`src/rtl/alu_pkg.sv`:
```
// Shared ALU definitions: opcodes, widths, status bit positions and arbiter state type.
package alu_pkg;

  localparam int ALU_W    = 32;
  localparam int STATUS_W = 3;
  localparam int OP_W     = 4;

  localparam logic [OP_W-1:0] OP_ADD = 4'd0;
  localparam logic [OP_W-1:0] OP_SUB = 4'd1;
  localparam logic [OP_W-1:0] OP_AND = 4'd2;
  localparam logic [OP_W-1:0] OP_OR  = 4'd3;
  localparam logic [OP_W-1:0] OP_XOR = 4'd4;
  localparam logic [OP_W-1:0] OP_SLL = 4'd5;
  localparam logic [OP_W-1:0] OP_SRL = 4'd6;
  localparam logic [OP_W-1:0] OP_SRA = 4'd7;
  localparam logic [OP_W-1:0] OP_MUL = 4'd8;

  localparam int ST_EQ  = 0;
  localparam int ST_LTS = 1;
  localparam int ST_LTU = 2;

  typedef enum logic {
    ARB_EMPTY = 1'b0,
    ARB_FULL  = 1'b1
  } arb_state_t;

endpackage

```
`src/rtl/ALU.sv`:
```
// Combinational 32-bit ALU; shifts take the amount from a_i[4:0] and shift b_i.
module ALU
  import alu_pkg::*;
(
  input  logic [ALU_W-1:0]    a_i,
  input  logic [ALU_W-1:0]    b_i,
  input  logic [OP_W-1:0]     op_i,
  output logic [ALU_W-1:0]    out_o,
  output logic [STATUS_W-1:0] status_o
);

  always_comb begin
    out_o = a_i + b_i;
    case (op_i)
      OP_ADD:  out_o = a_i + b_i;
      OP_SUB:  out_o = a_i - b_i;
      OP_AND:  out_o = a_i & b_i;
      OP_OR:   out_o = a_i | b_i;
      OP_XOR:  out_o = a_i ^ b_i;
      OP_SLL:  out_o = b_i << a_i[4:0];
      OP_SRL:  out_o = b_i >> a_i[4:0];
      OP_SRA:  out_o = $unsigned($signed(b_i) >>> a_i[4:0]);
      OP_MUL:  out_o = a_i * b_i;
      default: out_o = a_i + b_i;
    endcase

    status_o         = '0;
    status_o[ST_EQ]  = (a_i == b_i);
    status_o[ST_LTS] = ($signed(a_i) < $signed(b_i));
    status_o[ST_LTU] = (a_i < b_i);
  end

endmodule

```
`src/rtl/alu_rr_pick.sv`:
```
// Rotate-priority picker: first eligible valid requester at or after rr_ptr_i, wrapping.
module alu_rr_pick #(
  parameter int N  = 2,
  parameter int IW = 1
) (
  input  logic [N-1:0]  req_valid_i,
  input  logic [IW-1:0] rr_ptr_i,
  input  logic [N-1:0]  elig_i,
  output logic [N-1:0]  grant_o,
  output logic [IW-1:0] idx_o,
  output logic          any_o
);

  always_comb begin : pick
    int          j;
    logic [IW-1:0] j_idx;
    grant_o = '0;
    idx_o   = '0;
    any_o   = 1'b0;
    j       = 0;
    j_idx   = '0;
    for (int k = 0; k < N; k++) begin
      j = int'(rr_ptr_i) + k;
      if (j >= N) j = j - N;
      j_idx = IW'(j);
      if (!any_o && req_valid_i[j_idx] && elig_i[j_idx]) begin
        any_o          = 1'b1;
        grant_o[j_idx] = 1'b1;
        idx_o          = j_idx;
      end
    end
  end

endmodule

```
`src/rtl/alu_arbiter.sv`:
```
// Round-robin share of one ALU between NUM_REQ requesters with a one-entry result register.
// Optional grant locking under `ALU_ARB_LOCK_EN (adds req_lock port).
module alu_arbiter
  import alu_pkg::*;
#(
  parameter int NUM_REQ = 2
) (
  input  logic                      clk,
  input  logic                      rst,
  input  logic [NUM_REQ-1:0]        req_valid,
  output logic [NUM_REQ-1:0]        req_ready,
  input  logic [NUM_REQ*ALU_W-1:0]  req_a,
  input  logic [NUM_REQ*ALU_W-1:0]  req_b,
  input  logic [NUM_REQ*OP_W-1:0]   req_op,
`ifdef ALU_ARB_LOCK_EN
  input  logic [NUM_REQ-1:0]        req_lock,
`endif
  output logic [NUM_REQ-1:0]        resp_valid,
  input  logic [NUM_REQ-1:0]        resp_ready,
  output logic [ALU_W-1:0]          resp_out,
  output logic [STATUS_W-1:0]       resp_status,
  output logic                      busy
);

  localparam int IW = (NUM_REQ > 1) ? $clog2(NUM_REQ) : 1;

  arb_state_t           state_q, state_d;
  logic [IW-1:0]        owner_q, owner_d;
  logic [IW-1:0]        rr_ptr_q, rr_ptr_d;
  logic [ALU_W-1:0]     out_q, out_d;
  logic [STATUS_W-1:0]  status_q, status_d;

  logic [NUM_REQ-1:0]   grant;
  logic [NUM_REQ-1:0]   elig;
  logic [IW-1:0]        win_idx;
  logic [IW-1:0]        rr_next;
  logic [IW-1:0]        alu_sel;
  logic                 any_vld;
  logic                 owner_rdy;
  logic                 can_accept;
  logic                 accept;

  logic [ALU_W-1:0]     a_arr  [NUM_REQ];
  logic [ALU_W-1:0]     b_arr  [NUM_REQ];
  logic [OP_W-1:0]      op_arr [NUM_REQ];
  logic [ALU_W-1:0]     alu_out;
  logic [STATUS_W-1:0]  alu_status;

  for (genvar g = 0; g < NUM_REQ; g++) begin : g_slice
    assign a_arr[g]  = req_a[g*ALU_W +: ALU_W];
    assign b_arr[g]  = req_b[g*ALU_W +: ALU_W];
    assign op_arr[g] = req_op[g*OP_W +: OP_W];
  end

`ifdef ALU_ARB_LOCK_EN
  logic          lock_v_q, lock_v_d;
  logic [IW-1:0] lock_id_q, lock_id_d;
  assign elig = lock_v_q ? (NUM_REQ'(1) << lock_id_q) : '1;
`else
  assign elig = '1;
`endif

  alu_rr_pick #(
    .N  (NUM_REQ),
    .IW (IW)
  ) u_pick (
    .req_valid_i (req_valid),
    .rr_ptr_i    (rr_ptr_q),
    .elig_i      (elig),
    .grant_o     (grant),
    .idx_o       (win_idx),
    .any_o       (any_vld)
  );

  // A drain and a fresh accept may share the same cycle.
  assign owner_rdy  = resp_ready[owner_q];
  assign can_accept = (state_q == ARB_EMPTY) || owner_rdy;
  assign accept     = any_vld && can_accept && !rst;
  assign req_ready  = accept ? grant : '0;
  assign rr_next    = (win_idx == IW'(NUM_REQ - 1)) ? '0 : win_idx + 1'b1;

  // Idle cycles steer requester 0 into the ALU; the result is simply not captured.
  assign alu_sel = accept ? win_idx : '0;

  ALU u_alu (
    .a_i      (a_arr[alu_sel]),
    .b_i      (b_arr[alu_sel]),
    .op_i     (op_arr[alu_sel]),
    .out_o    (alu_out),
    .status_o (alu_status)
  );

  always_comb begin
    state_d  = state_q;
    owner_d  = owner_q;
    rr_ptr_d = rr_ptr_q;
    out_d    = out_q;
    status_d = status_q;
`ifdef ALU_ARB_LOCK_EN
    lock_v_d  = lock_v_q;
    lock_id_d = lock_id_q;
`endif
    if (accept) begin
      state_d  = ARB_FULL;
      owner_d  = win_idx;
      out_d    = alu_out;
      status_d = alu_status;
`ifdef ALU_ARB_LOCK_EN
      if (req_lock[win_idx]) begin
        rr_ptr_d  = win_idx;
        lock_v_d  = 1'b1;
        lock_id_d = win_idx;
      end else begin
        rr_ptr_d = rr_next;
        lock_v_d = 1'b0;
      end
`else
      rr_ptr_d = rr_next;
`endif
    end else if (state_q == ARB_FULL && owner_rdy) begin
      state_d = ARB_EMPTY;
    end
  end

  always_ff @(posedge clk or posedge rst) begin
    if (rst) begin
      state_q   <= ARB_EMPTY;
      owner_q   <= '0;
      rr_ptr_q  <= '0;
      out_q     <= '0;
      status_q  <= '0;
`ifdef ALU_ARB_LOCK_EN
      lock_v_q  <= 1'b0;
      lock_id_q <= '0;
`endif
    end else begin
      state_q   <= state_d;
      owner_q   <= owner_d;
      rr_ptr_q  <= rr_ptr_d;
      out_q     <= out_d;
      status_q  <= status_d;
`ifdef ALU_ARB_LOCK_EN
      lock_v_q  <= lock_v_d;
      lock_id_q <= lock_id_d;
`endif
    end
  end

  assign resp_valid  = (state_q == ARB_FULL) ? (NUM_REQ'(1) << owner_q) : '0;
  assign busy        = (state_q == ARB_FULL);
  assign resp_out    = out_q;
  assign resp_status = status_q;

endmodule

```
`config.mk`:
```
export PLATFORM = sky130hd
export DESIGN_NAME = alu_arbiter
export DESIGN_NICKNAME = d
export VERILOG_FILES = /design/src/rtl/alu_pkg.sv /design/src/rtl/ALU.sv /design/src/rtl/alu_rr_pick.sv /design/src/rtl/alu_arbiter.sv
export SDC_FILE = /design/constraint.sdc
export NUM_CORES = 2
export LEC_CHECK = 0
export CELL_PAD_IN_SITES_DETAIL_PLACEMENT = 1
export CELL_PAD_IN_SITES_GLOBAL_PLACEMENT = 1
export CORE_MARGIN = 2
export CORE_UTILIZATION = 35
export CTS_CLUSTER_DIAMETER = 80
export CTS_CLUSTER_SIZE = 24
export DETAILED_ROUTE_END_ITERATION = 7
export GPL_ROUTABILITY_DRIVEN = 1
export MAX_ROUTING_LAYER = met4
export PLACE_DENSITY = 0.72
export SLEW_MARGIN = 20
export SYNTH_ARGS = -nofsm -noshare
export SYNTH_HDL_FRONTEND = slang
export SYNTH_SLANG_ARGS = --single-unit
```
`constraint.sdc`:
```
create_clock -name clk -period 8.4 [get_ports clk]
set_input_delay 2.1 -clock clk [delete_from_list [all_inputs] [get_ports clk]]
set_output_delay 2.1 -clock clk [all_outputs]
set_load 0.01 [all_outputs]
```
## Word level (Yosys, flattened, before mapping)

Index checks and enable logic that the tools add are counted.

| operators by class | value |
|---|---|
| add/subtract/negate cells | 6 |
| multipliers | 1 |
| order comparisons | 10 |
| equal/unequal tests | 9 |
| shifts and indexed selects | 4 |
| mux-type cells | 36 |
| bitwise logic cells | 6 |
| reduce and logical (&&, ||, !) cells | 12 |

Operators with widths:

| operator | number |
|---|---|
| one-hot mux 32 bit (8 select lines) | 1 |
| 2-to-1 mux 32 bit | 6 |
| less-than comparator 32 bit | 2 |
| adder 32 bit | 1 |
| bitwise AND 32 bit | 1 |
| == test 32 bit | 1 |
| multiplier 32 x 32 -> 32 bit | 1 |
| OR 32 bit | 1 |
| << shifter 32 x 5 -> 32 bit | 1 |
| >> shifter 32 x 5 -> 32 bit | 1 |
| >>> shifter 32 x 5 -> 32 bit | 1 |
| subtractor 32 bit | 1 |
| XOR 32 bit | 1 |
| 2-to-1 mux 1 bit | 20 |
| == test 4 x 3 -> 1 bit (second input constant) | 4 |
| 2-to-1 mux 4 bit | 3 |
| == test 4 x 2 -> 1 bit (second input constant) | 2 |
| logical AND 1 bit | 8 |
| 2-to-1 mux 2 bit | 4 |
| less-than comparator 1 x 2 -> 1 bit (second input constant) | 3 |
| == test 4 x 1 -> 1 bit (second input constant) | 1 |
| == test 4 bit (second input constant) | 1 |
| greater-or-equal comparator 2 bit (second input constant) | 2 |
| adder 1 x 1 -> 2 bit (second input constant) | 1 |
| other kinds (12) | 16 |

| word-level totals | value |
|---|---|
| flip-flop bits (word level) | 38 |
| input port bits | 142 |
| output and inout bits | 40 |
| logic and storage cells | 89 |

## Logic depth before layout (Yosys ltp)

| logic depth | value |
|---|---|
| depth in word-level cells | 19 |
| depth in mapped cells | 38 |
| gate-level depth less buffers | 30 |

## Hierarchy

From an unflattened synthesis, not the netlist that was laid out.

| unflattened totals | value |
|---|---|
| cell total of the unflattened synthesis | 3170 |
| area total of the unflattened synthesis | 26325.2 um^2 |

By module, submodules not included:

| module | times used | cells each | area an instance (um^2) | seq. area each (um^2) |
|---|---|---|---|---|
| ALU | 1 | 2993 | 23874.1 | 0.0 |
| alu_arbiter | 1 | 171 | 2413.6 | 950.9 |
| alu_rr_pick | 1 | 6 | 37.5 | 0.0 |

## Worst setup path before layout

OpenSTA, ideal clock, no wires.

| timing path | value |
|---|---|
| path type | input-to-reg |
| start point | input port req_valid[0] |
| end point | register out_q[30], in the netlist resp_out[30] |
| setup time | 0.082 ns |
| data arrival time | 10.666 ns |
| required time | 8.318 ns |
| path slack | -2.348 ns |
| stages on the path | 34 |
| buffers on the path | 8 |
| cell sequence | nor2b_1 a2111oi_4 buf_6 buf_8 buf_8 buf_8 buf_4 buf_4 buf_4 mux2_2 inv_1 buf_1 nor2_1 fa_1 inv_1 fa_1 fa_1 fa_1 inv_1 ha_1 ha_1 fa_1 fa_1 ha_1 and3_1 and3_1 o211ai_1 a21oi_1 a31oi_1 or4_1 a311oi_1 a31oi_1 or3_1 a31oi_1 |

| between the ends | value |
|---|---|
| word-level cells in the longest chain between the ends | 17 |
| elaborated cells on any way between the ends | 43 |
| classes of those cells | 2 x add/sub; 1 x mul; 8 x eq/ne; 3 x shift; 19 x mux; 4 x bitwise; 6 x reduce/logical |

RTL lines:

| element | RTL line | text |
|---|---|---|
| start: declaration | alu_arbiter.sv:10 | `input logic [NUM_REQ-1:0] req_valid,` |
| 2-to-1 mux 1 bit (implied by the code) (2 in series) | alu_rr_pick.sv:26 | `if (!any_o && req_valid_i[j_idx] && elig_i[j_idx]) begin` |
| logical AND 1 bit | alu_rr_pick.sv:26 |  |
| 2-to-1 mux 1 bit | alu_rr_pick.sv:26 |  |
| logical NOT 1 bit | alu_rr_pick.sv:26 |  |
| logical AND 1 bit (2 in series) | alu_rr_pick.sv:26 |  |
| 2-to-1 mux 1 bit | alu_rr_pick.sv:26 |  |
| logical AND 1 bit (2 in series) | alu_arbiter.sv:78 | `assign accept = any_vld && can_accept && !rst;` |
| 2-to-1 mux 1 bit | alu_arbiter.sv:83 | `assign alu_sel = accept ? win_idx : '0;` |
| NOT 1 -> 2 bit (implied by the code) | alu_arbiter.sv:86, alu_arbiter.sv:87, alu_arbiter.sv:88 |  |
| 2-to-1 mux 32 bit (implied by the code), or another cell as far along (3 in series) | alu_arbiter.sv:86 | `.a_i (a_arr[alu_sel]),` |
| multiplier 32 x 32 -> 32 bit, or another cell as far along | ALU.sv:23 | `OP_MUL: out_o = a_i * b_i;` |
| one-hot mux 32 bit (8 select lines) | ALU.sv:14 | `case (op_i)` |
| end signal: assignment | alu_arbiter.sv:140 | `out_q <= out_d;` |
| end: declaration | alu_arbiter.sv:30 | `logic [ALU_W-1:0] out_q, out_d;` |

Several ways; a longest one is shown, not always the timed one. The select of a mux whose other input is x is not followed.
A chain may end at the register's enable or synchronous reset.

## Worst setup path after layout

| timing path | value |
|---|---|
| start point | input port req_valid[0] |
| end point | register out_q[31], in the netlist resp_out[31] |

The elaborated chain is that of the path after synthesis.

==> metrics.txt <==
hold_ws 0.496 ns; Critical Path Sink Type flop; Tot GR Track Use 39.5%; H-tree depth 2; Final ANT Viol Nets 0; Slew HR 27.0%; Clock Tree Buf Depth 2; IO buf count 181; Synth Area per Inst 7.79 um2; initial antenna violation count 5; number of global-route vias before repair 31900; met2 WL 69.9 mm; crit path capture resp_out[31]; Worst-Margin Slew 1.09 ns; EDFF count, synth 0; IO Pins 182; status finished with violations; Max stage delay on crit path 0.58 ns; DIE HEIGHT 283 um; Post-Route WL 160 mm; Reg clk slew, reported paths 0.07 ns; predominant post-synthesis flop cell dfrtp_1; area share of the largest cell type after synthesis 30.0%; drt initial violations 3877; most numerous cell in the Yosys netlist nor2_1; GPL Wtd Cong 1.06; worst-path maximum fanout 6; via count 30900; DR WL met3 14.4 mm; worst setup margin -1.69 ns; Clock Sink Count 38; Critical Path RT 8.59 ns; setup_tns -26.08 ns; first-pass GRT wire length 225 mm; failing checks setup timing; CP startpoint req_valid[0]; WP data arrival 10.28 ns; total CTS buffers 5; share of post-route cells with drive strength above 1 26.1%; crit-path most repeated cell fa_1; CTS Root Cell clkbuf_16; Post-layout nets 4916; Slowest-stage cell, CP fa_1; Final Setup Violations 23; Net Count, Synth 4282; Max-Cap Viols 0; routed length per instance 30.7 um; DIE WIDTH 283 um; Reg2Reg Depth 32; Netlist cell types 84; Core Box Area 0.0773 mm2; Final Hold Fails 0; RSZ-0062 raised after global routing true; R2R setup slack -0.39 ns; Min-Delay Path Class reg2reg; asr flop ratio synth 100%; P&R area growth vs syn 36.3%; synth warn 0; cell taking the most area after synthesis fa_1; die area 0.0804 mm2; Via-to-Cell Ratio 5.94; metal1 wirelength 65.6 mm; worst setup path class in2reg; row count 102; Initial Utilization 35.3%; HPWL after detailed placement 130 mm; Synth Instances 3510; final-report max-slew violation count 0; type of origin of the critical path input port; max frequency 99.1 MHz; Final min period 10.09 ns; total iterations of the first detailed-routing run 5; clk_skew 0.00611 ns; reg2reg start owner_q; drt drc 0; Yosys reg bits 38; top sig layer met4; grt total ovfl 0; CTS tree done; worst skew pair latency 0.31 ns; synth cell count leaders nor2_1 (488), inv_1 (460), nand2_1 (414); main area contributors after synthesis fa_1 (30%), ha_1 (10%), nor2_1 (6.7%); Mapped Area 0.0273 mm2; Seq/Total Area, Yosys 3.48%; final core utilization 48.2%; reg2reg end resp_out[31]; Tcrit/Tclk final 120%; largest net degree at the start of global routing 66
[flip-flops by register name, summed over array words and instances, names as in the netlist]
name / flops
resp_out: 32
resp_status: 3
busy: 1
owner_q: 1
rr_ptr_q: 1
[cell type report]
type	count	area [um2]
inverter	480	1960
clock inverter	1	5.00
antenna	7	17.5
tap	1040	1300
multi-input combinational	2798	25400
clock buffer	7	143
sequential	38	951
fill	9342	40100
timing repair buffer	821	7440
[critical path: cells and delay by family]
family	cells	cell delay (ns)
and+or+nand+nor	3	0.28
xor gates and xnor gates	1	0.16
AOI/OAI and AO/OA	5	1.05
buffers and inverters	13	1.66
adders and majority gates	10	4.72
muxes	1	0.26
[layer usage]
layer  global-route usage [%]  vias up
met5                        -        -
met4                     18.3        0
met3                     5.60      405
met2                     59.4     1817
met1                     52.6    15800
li1                         -    12900
[layout by cell type, fill, tap and decap left out, types with 46 or more instances in the layout]
cell and instances:
nor3_1 54, clkdlybuf4s50_1 174, inv_2 46, a21oi_1 186
nand2_1 402, mux2i_1 105, buf_12 47, fa_2 62
buf_4 549, ha_1 165, fa_1 348, inv_1 402
nor2_1 470, mux2_2 57, ha_4 48, o21ai_0 122
xnor2_1 93
[worst min-delay path by stage]
stage	slack, ns	start	endpoint	cells after the start
after floorplan	0.49	rr_ptr_q	rr_ptr_q	2
after global placement	0.46	resp_status[0]	resp_status[0]	2
after detailed placement	0.48	resp_out[6]	resp_out[6]	1
after CTS	0.50	resp_out[6]	resp_out[6]	1
after global routing	0.51	resp_out[6]	resp_out[6]	1
final	0.50	resp_out[6]	resp_out[6]	1
[through the flow]
stage / cell area, um2 / std cells / setup slack, ns
floorplan: 27800 / 3510 / -1.90
global placement: 34400 / 5082 / -2.55
detailed placement: 34400 / 5082 / -2.70
CTS: 36300 / 5146 / -1.54
global route: 37300 / 5189 / -1.83
finish: 37300 / 5192 / -1.69
[cells by family after synthesis]
| group | synth area share (%) |
|---|---|
| flops | 3.48 |
| compound gates | 17.0 |
| fa+ha+maj | 40.1 |
| mux | 8.02 |
| simple gates | 17.1 |
| buf+inv | 9.84 |
| xor+xnor | 4.53 |
[timing repair]
item | CTS | global route
gates cloned | 4 | 2
setup buffers | 54 | 45
hold buffers | 0 | 0
pin swaps | 120 | 150
gates resized for setup | 264 | 175
endpoints found under the setup margin | 27 | 27
Power is not shown: default switching activity piles up to over one toggle a cycle in this logic, so the estimate is an artifact.
